## src/rtl/uart_alu_pkg.sv

```systemverilog
// Shared constants and types for the UART ALU command path.
// Holds the opcode values, the framing sizes and the parser state encoding.
package uart_alu_pkg;

  localparam logic [7:0] OP_ADD     = 8'h10;
  localparam logic [7:0] OP_MUL     = 8'h11;
  localparam int         HDR_BYTES  = 4;
  localparam int         OPND_BYTES = 4;

  typedef enum logic [2:0] {
    S_OPCODE,
    S_RSVD,
    S_LEN_LO,
    S_LEN_HI,
    S_DATA,
    S_DRAIN
  } parser_state_e;

  // A packet is forwarded only if it carries a known opcode and a whole, non-empty operand list.
  function automatic logic pkt_valid(input logic [7:0] opc, input logic [15:0] len);
    return ((opc == OP_ADD) || (opc == OP_MUL)) &&
           (len >= 16'(HDR_BYTES + OPND_BYTES)) &&
           (len[1:0] == 2'b00);
  endfunction

endpackage

```

## src/rtl/uart_packet_parser.sv

```systemverilog
// Parses the UART ALU command stream into little-endian 32-bit operands.
// Malformed packets are drained and flagged with a one-cycle err_o pulse.
module uart_packet_parser
  import uart_alu_pkg::*;
(
  input  logic        clk_i,
  input  logic        rst_i,
  input  logic [7:0]  rx_data_i,
  input  logic        rx_valid_i,
  output logic        rx_ready_o,
  output logic [31:0] op_data_o,
  output logic        op_valid_o,
  input  logic        op_ready_i,
  output logic        op_last_o,
  output logic [7:0]  opcode_o,
  output logic        err_o
);

  parser_state_e r_state, w_state_next;
  logic [1:0]    r_idx, w_idx_next;
  logic [15:0]   r_remaining, w_remaining_next;
  logic [23:0]   r_asm, w_asm_next;
  logic [7:0]    r_len_lo;
  logic [7:0]    r_pkt_opcode;
  logic [31:0]   r_op_data;
  logic          r_op_valid;
  logic          r_op_last;
  logic [7:0]    r_opcode;
  logic          r_err;

  logic          w_stall;
  logic          w_rx_fire;
  logic          w_out_free;
  logic          w_load;
  logic          w_err_next;
  logic [15:0]   w_len;
  logic [15:0]   w_rem_dec;

  // Only the operand-completing byte can be blocked, and only by a pending operand.
  assign w_stall    = (r_state == S_DATA) && (r_idx == 2'd3) && r_op_valid && !op_ready_i;
  assign rx_ready_o = !rst_i && !w_stall;
  assign w_rx_fire  = rx_valid_i && rx_ready_o;
  assign w_out_free = !r_op_valid || op_ready_i;
  assign w_len      = {rx_data_i, r_len_lo};
  assign w_rem_dec  = r_remaining - 16'd1;

  always_comb begin
    w_state_next     = r_state;
    w_idx_next       = r_idx;
    w_remaining_next = r_remaining;
    w_asm_next       = r_asm;
    w_load           = 1'b0;
    w_err_next       = 1'b0;
    if (w_rx_fire) begin
      case (r_state)
        S_OPCODE: w_state_next = S_RSVD;
        S_RSVD:   w_state_next = S_LEN_LO;
        S_LEN_LO: w_state_next = S_LEN_HI;
        S_LEN_HI: begin
          w_idx_next = 2'd0;
          if (pkt_valid(r_pkt_opcode, w_len)) begin
            w_state_next     = S_DATA;
            w_remaining_next = w_len - 16'(HDR_BYTES);
          end else if (w_len > 16'(HDR_BYTES)) begin
            w_state_next     = S_DRAIN;
            w_remaining_next = w_len - 16'(HDR_BYTES);
            w_err_next       = 1'b1;
          end else begin
            w_state_next     = S_OPCODE;
            w_remaining_next = 16'd0;
            w_err_next       = 1'b1;
          end
        end
        S_DATA: begin
          w_remaining_next = w_rem_dec;
          w_idx_next       = r_idx + 2'd1;
          if (r_idx == 2'd3) begin
            w_load = 1'b1;
            if (w_rem_dec == 16'd0) begin
              w_state_next = S_OPCODE;
            end
          end else begin
            // LSB arrives first, so shift right and insert at the top.
            w_asm_next = {rx_data_i, r_asm[23:8]};
          end
        end
        S_DRAIN: begin
          w_remaining_next = w_rem_dec;
          if (w_rem_dec == 16'd0) begin
            w_state_next = S_OPCODE;
          end
        end
        default: w_state_next = S_OPCODE;
      endcase
    end
  end

  always_ff @(posedge clk_i) begin
    if (rst_i) begin
      r_state      <= S_OPCODE;
      r_idx        <= 2'd0;
      r_remaining  <= 16'd0;
      r_asm        <= 24'd0;
      r_len_lo     <= 8'd0;
      r_pkt_opcode <= 8'd0;
      r_op_data    <= 32'd0;
      r_op_valid   <= 1'b0;
      r_op_last    <= 1'b0;
      r_opcode     <= 8'd0;
      r_err        <= 1'b0;
    end else begin
      r_state     <= w_state_next;
      r_idx       <= w_idx_next;
      r_remaining <= w_remaining_next;
      r_asm       <= w_asm_next;
      r_err       <= w_err_next;
      if (w_rx_fire && (r_state == S_OPCODE)) begin
        r_pkt_opcode <= rx_data_i;
      end
      if (w_rx_fire && (r_state == S_LEN_LO)) begin
        r_len_lo <= rx_data_i;
      end
      if (w_load) begin
        r_op_data  <= {rx_data_i, r_asm};
        r_op_valid <= 1'b1;
        r_op_last  <= (w_rem_dec == 16'd0);
      end else if (op_ready_i) begin
        r_op_valid <= 1'b0;
      end
      // The visible opcode never changes under a pending operand; it catches up once the slot frees.
      if (w_out_free) begin
        r_opcode <= (w_rx_fire && (r_state == S_OPCODE)) ? rx_data_i : r_pkt_opcode;
      end
    end
  end

  assign op_data_o  = r_op_data;
  assign op_valid_o = r_op_valid;
  assign op_last_o  = r_op_last;
  assign opcode_o   = r_opcode;
  assign err_o      = r_err;

endmodule

```

## config.mk

```make
export PLATFORM = sky130hd
export DESIGN_NAME = uart_packet_parser
export DESIGN_NICKNAME = d
export VERILOG_FILES = /design/src/rtl/uart_alu_pkg.sv /design/src/rtl/uart_packet_parser.sv
export SDC_FILE = /design/constraint.sdc
export NUM_CORES = 1
export LEC_CHECK = 0
export CORE_ASPECT_RATIO = 1.75
export CORE_MARGIN = 4
export CORE_UTILIZATION = 50
export DETAILED_ROUTE_END_ITERATION = 10
export PLACE_DENSITY_LB_ADDON = 0.05
export SYNTH_ARGS = -nofsm -noshare
export SYNTH_HDL_FRONTEND = slang
export SYNTH_SLANG_ARGS = --single-unit
```

## constraint.sdc

```tcl
create_clock -name clk_i -period 2.9 [get_ports clk_i]
set_clock_uncertainty 0.2 [all_clocks]
set_input_delay 0.87 -clock clk_i [delete_from_list [all_inputs] [get_ports clk_i]]
set_output_delay 0.87 -clock clk_i [all_outputs]
set_load 0.01 [all_outputs]
```

==> results.py <==
metrics = {
    "placed_design": {
        "port_buffers": 55,
        "hpwlAfterDp_um": 9300,
        "dpl_worst_slack_ps": -457,
        "place_congestion": 0.802,
    },
    "timing": {
        "hold_viol": 0,
        "tns_ps": 0,
        "fin_crit_ps": 2800,
        "max_freq_mhz": 357,
        "worst_pin_slew_ps": 718,
        "setup_viol": 0,
        "timing.final.ws_setup_ps": 102,
        "relSlewSlack_pct": 52.2,
        "drv_slew": 0,
        "fin_crit_sh_pct": 96.5,
        "rsz0062_at_grt": "false",
    },
    "worst_setup_path": {
        "endpoint": "r_remaining[15]",
        "critical_path.startpoint": "rx_data_i[2]",
        "crit_required_ps": 2900,
        "reg2reg_setup_slack_ps": 220,
        "cp.arrival_ps": 2800,
        "end_kind": "register",
        "r2r_start": "r_remaining[1]",
        "r2r-end": "r_state[0]",
        "worstPathMaxFanout": 7,
        "critPathKind": "in2reg",
        "r2r_cells": 7,
        "crit_path_start_kind": "input port",
    },
    "logic_synthesis": {
        "syn_area_per_cell_um2": 8.10,
        "synth-edff-count": 0,
        "synth_flop_cell": "dfxtp_1",
        "syn_area_um2": 4830,
        "synth_cells": 596,
        "muxShareOfSynthArea_pct": 3.53,
        "yosysSeqAreaShare_pct": 43.1,
        "synth_top_family_by_area": "simple AND/OR/NAND/NOR gates",
        "yosysWarnings": 0,
        "synth_simple_gate_area_share_pct": 25.3,
        "ys_types": 54,
        "synth_compound_area_share_pct": 16.9,
        "ys_seq_elements": 104,
        "yosys.area_share.adder_pct": 1.56,
        "synth-xor-area-share_pct": 3.99,
        "synthArstFlopShare_pct": 0,
        "synth_fp_nets": 614,
    },
    "route": {
        "viasPerCell": 5.71,
        "antenna_left": 0,
        "post-route-drc-count": 0,
        "drt_pass1_iterations": 6,
        "vias": 4406,
        "routed_wl_um": 13300,
        "drtIter0Drc": 286,
        "routedWlPerCell_um": 17.2,
    },
    "floorplanning": {
        "num_io_pins": 56,
        "die_w_um": 82.3,
        "chipHeight_um": 138,
        "core_area_um2": 9470,
        "initial_utilization_pct": 51.0,
        "dieArea_um2": 11300,
        "rows": 47,
    },
    "grt": {
        "grt_usage_pct": 24.7,
        "grt_pass1_wl_um": 21300,
        "overflow": 0,
        "grt_pass1_vias": 4369,
        "antenna_found_initial": 0,
        "grt_start_max_net_pins": 68,
    },
    "power_and_ir_drop": {
        "p_clk_share_pct": 39.3,
        "p_sw_share_pct": 27.7,
        "comb_power_share_pct": 16.2,
        "p_sw_uw": 939,
        "ir_drop_v": 0.000401,
        "p_per_area_nw_per_um2": 567,
        "p_int_mw": 2.45,
        "pwr-share-seq_pct": 44.5,
        "leakage_nw": 2.23,
    },
    "cts": {
        "htree_levels": 3,
        "cts_tree": "done",
        "clk_pin_slew_ps": 70,
        "clock_latency_ps": 350,
        "cts_root_buf": "clkbuf_16",
        "cts_hold_buf": 0,
        "cts.path.max_buffers": 2,
        "cts_made_buffers": 9,
        "cts_sinks": 104,
    },
    "finish": {
        "drive_above_1_share_pct": 11.1,
        "regArea_um2": 2080,
        "nNetsFinal": 663,
        "antenna_cells": 0,
        "nFillCells": 847,
        "multi_input_area_um2": 2540,
        "syn2layout_area_growth_pct": 24.1,
    },
    "worst_hold_path": {
        "min_path_type": "reg2reg",
    },
    "run": {
        "drv_cap": 0,
    },
    "run_status": {
        "status": "finished, final reports clean",
    },
}
==> metal layers <==
layer	wire (µm)	track usage (%)
met3	426	4.10
met2	7330	44.6
met1	5090	27.3
met5	0	0
met4	445	11.7
==> cell usage after synthesis (5+ instances only) <==
cell / count / area [µm²]
nor2_1: 56 / 210
a21oi_1: 69 / 345
inv_1: 10 / 37.5
dfxtp_1: 104 / 2080
nor3_1: 21 / 105
clkbuf_1: 37 / 139
a211oi_1: 15 / 113
xor2_1: 16 / 140
nand2b_1: 6 / 37.5
mux2i_1: 17 / 170
nand4_1: 5 / 31.3
nor3b_1: 5 / 37.5
buf_2: 7 / 35.0
xnor2_1: 6 / 52.6
nand3_1: 7 / 35.0
or3_1: 5 / 31.3
ha_1: 6 / 75.1
nor4_1: 12 / 75.1
a221oi_1: 9 / 78.8
nand2_1: 120 / 450
==> power groups by stage <==
| stage | Clock, mW | Sequential, mW | Combinational (mW) |
|---|---|---|---|
| 2_1_floorplan | 0 | 1.53 | 0.386 |
| 3_3_place_gp | 0 | 1.54 | 0.510 |
| 3_5_place_dp | 0 | 1.54 | 0.521 |
| 4_1_cts | 1.36 | 1.51 | 0.531 |
| 5_1_grt | 1.42 | 1.51 | 0.600 |
| 6_report | 1.33 | 1.51 | 0.549 |
==> cell type report <==
class                   count  share of cell area (%)
clock inverters             7                    1.71
well taps                 122                    2.55
repair buffers             88                    14.1
flip-flops and latches    104                    34.8
clock buffers               9                    3.76
multi-input cells         432                    42.5
inverters                  10                   0.627
==> critical path, stage by stage <==
cell	delay, ps
clkdlybuf4s50_1	430
or4_4	470
nor4_4	260
buf_4	200
a31oi_4	180
a221oi_2	290
a211oi_1	100
==> stage by stage <==
| stage | instances | utilization (%) | total power, mW | hold WS [ps] | cell area, µm² |
|---|---|---|---|---|---|
| 3_5_place_dp | 754 | 58.9 | 2.06 | 246 | 5580 |
| 2_1_floorplan | 596 | - | 1.91 | 232 | 4830 |
| 3_3_place_gp | 754 | 58.9 | 2.05 | 240 | 5580 |
| 6_report | 772 | 63.2 | 3.39 | 254 | 5990 |
| 4_1_cts | 772 | 62.7 | 3.40 | 255 | 5930 |
| 5_1_grt | 772 | 63.2 | 3.53 | 276 | 5990 |
==> what timing repair did <==
item	4_1_cts	5_1_grt
cloned	1	0
endpoints found under the setup margin	16	18
hold endpoints to repair	0	0
buffers inserted	1	0
pin swaps	5	7
gates resized for setup	4	14
==> how the worst min path moves through the flow <==
stage	from	to	slack, ps	cells past startpoint
floorplan	r_asm[0]	op_data_o[0]	230	2
global placement	r_asm[0]	op_data_o[0]	240	2
detailed placement	op_data_o[25]	op_data_o[25]	250	2
CTS	op_data_o[25]	op_data_o[25]	260	2
global route	op_data_o[7]	op_data_o[7]	280	2
finish	r_asm[6]	op_data_o[6]	250	2
==> placed cells by master (no fill, tap or decap), types with 4 or more instances in the layout <==
master,Yosys,final
xnor2_1,6,6
nand3_1,7,7
inv_1,10,10
nor2_1,56,56
or3_1,5,5
clkbuf_16,0,9
nor4_1,12,11
ha_1,6,6
nor2b_1,4,4
clkdlybuf4s50_1,0,48
a221oi_2,3,9
buf_4,2,30
dlymetal6s2s_1,0,5
a211oi_1,15,15
xor2_1,16,16
a31oi_1,4,4
nand2b_1,6,6
nand2_1,120,120
a21oi_1,69,69
nor3b_1,5,5
dfxtp_1,104,104
nand4_1,5,5
o21ai_0,4,4
mux2i_1,17,17
nor3_1,21,21
==> state kept, by name (all words and copies together), names as in the netlist <==
signal / count
opcode_o: 8
r_asm: 24
op_valid_o: 1
r_state: 3
err_o: 1
op_data_o: 32
r_len_lo: 8
op_last_o: 1
r_remaining: 16
r_pkt_opcode: 8
r_idx: 2
==> cells by family (layout without fill, tap and decap cells) <==
group | Yosys count | count (layout)
AO/OA/AOI/OAI | 124 | 125
XOR/XNOR | 22 | 22
adder cells (fa/ha/maj) | 6 | 6
buffers and inverters | 61 | 114
flip-flops | 104 | 104
multiplexers | 17 | 17
AND/OR/NAND/NOR | 262 | 262
Note: power is estimated with default switching activity, not from simulation.
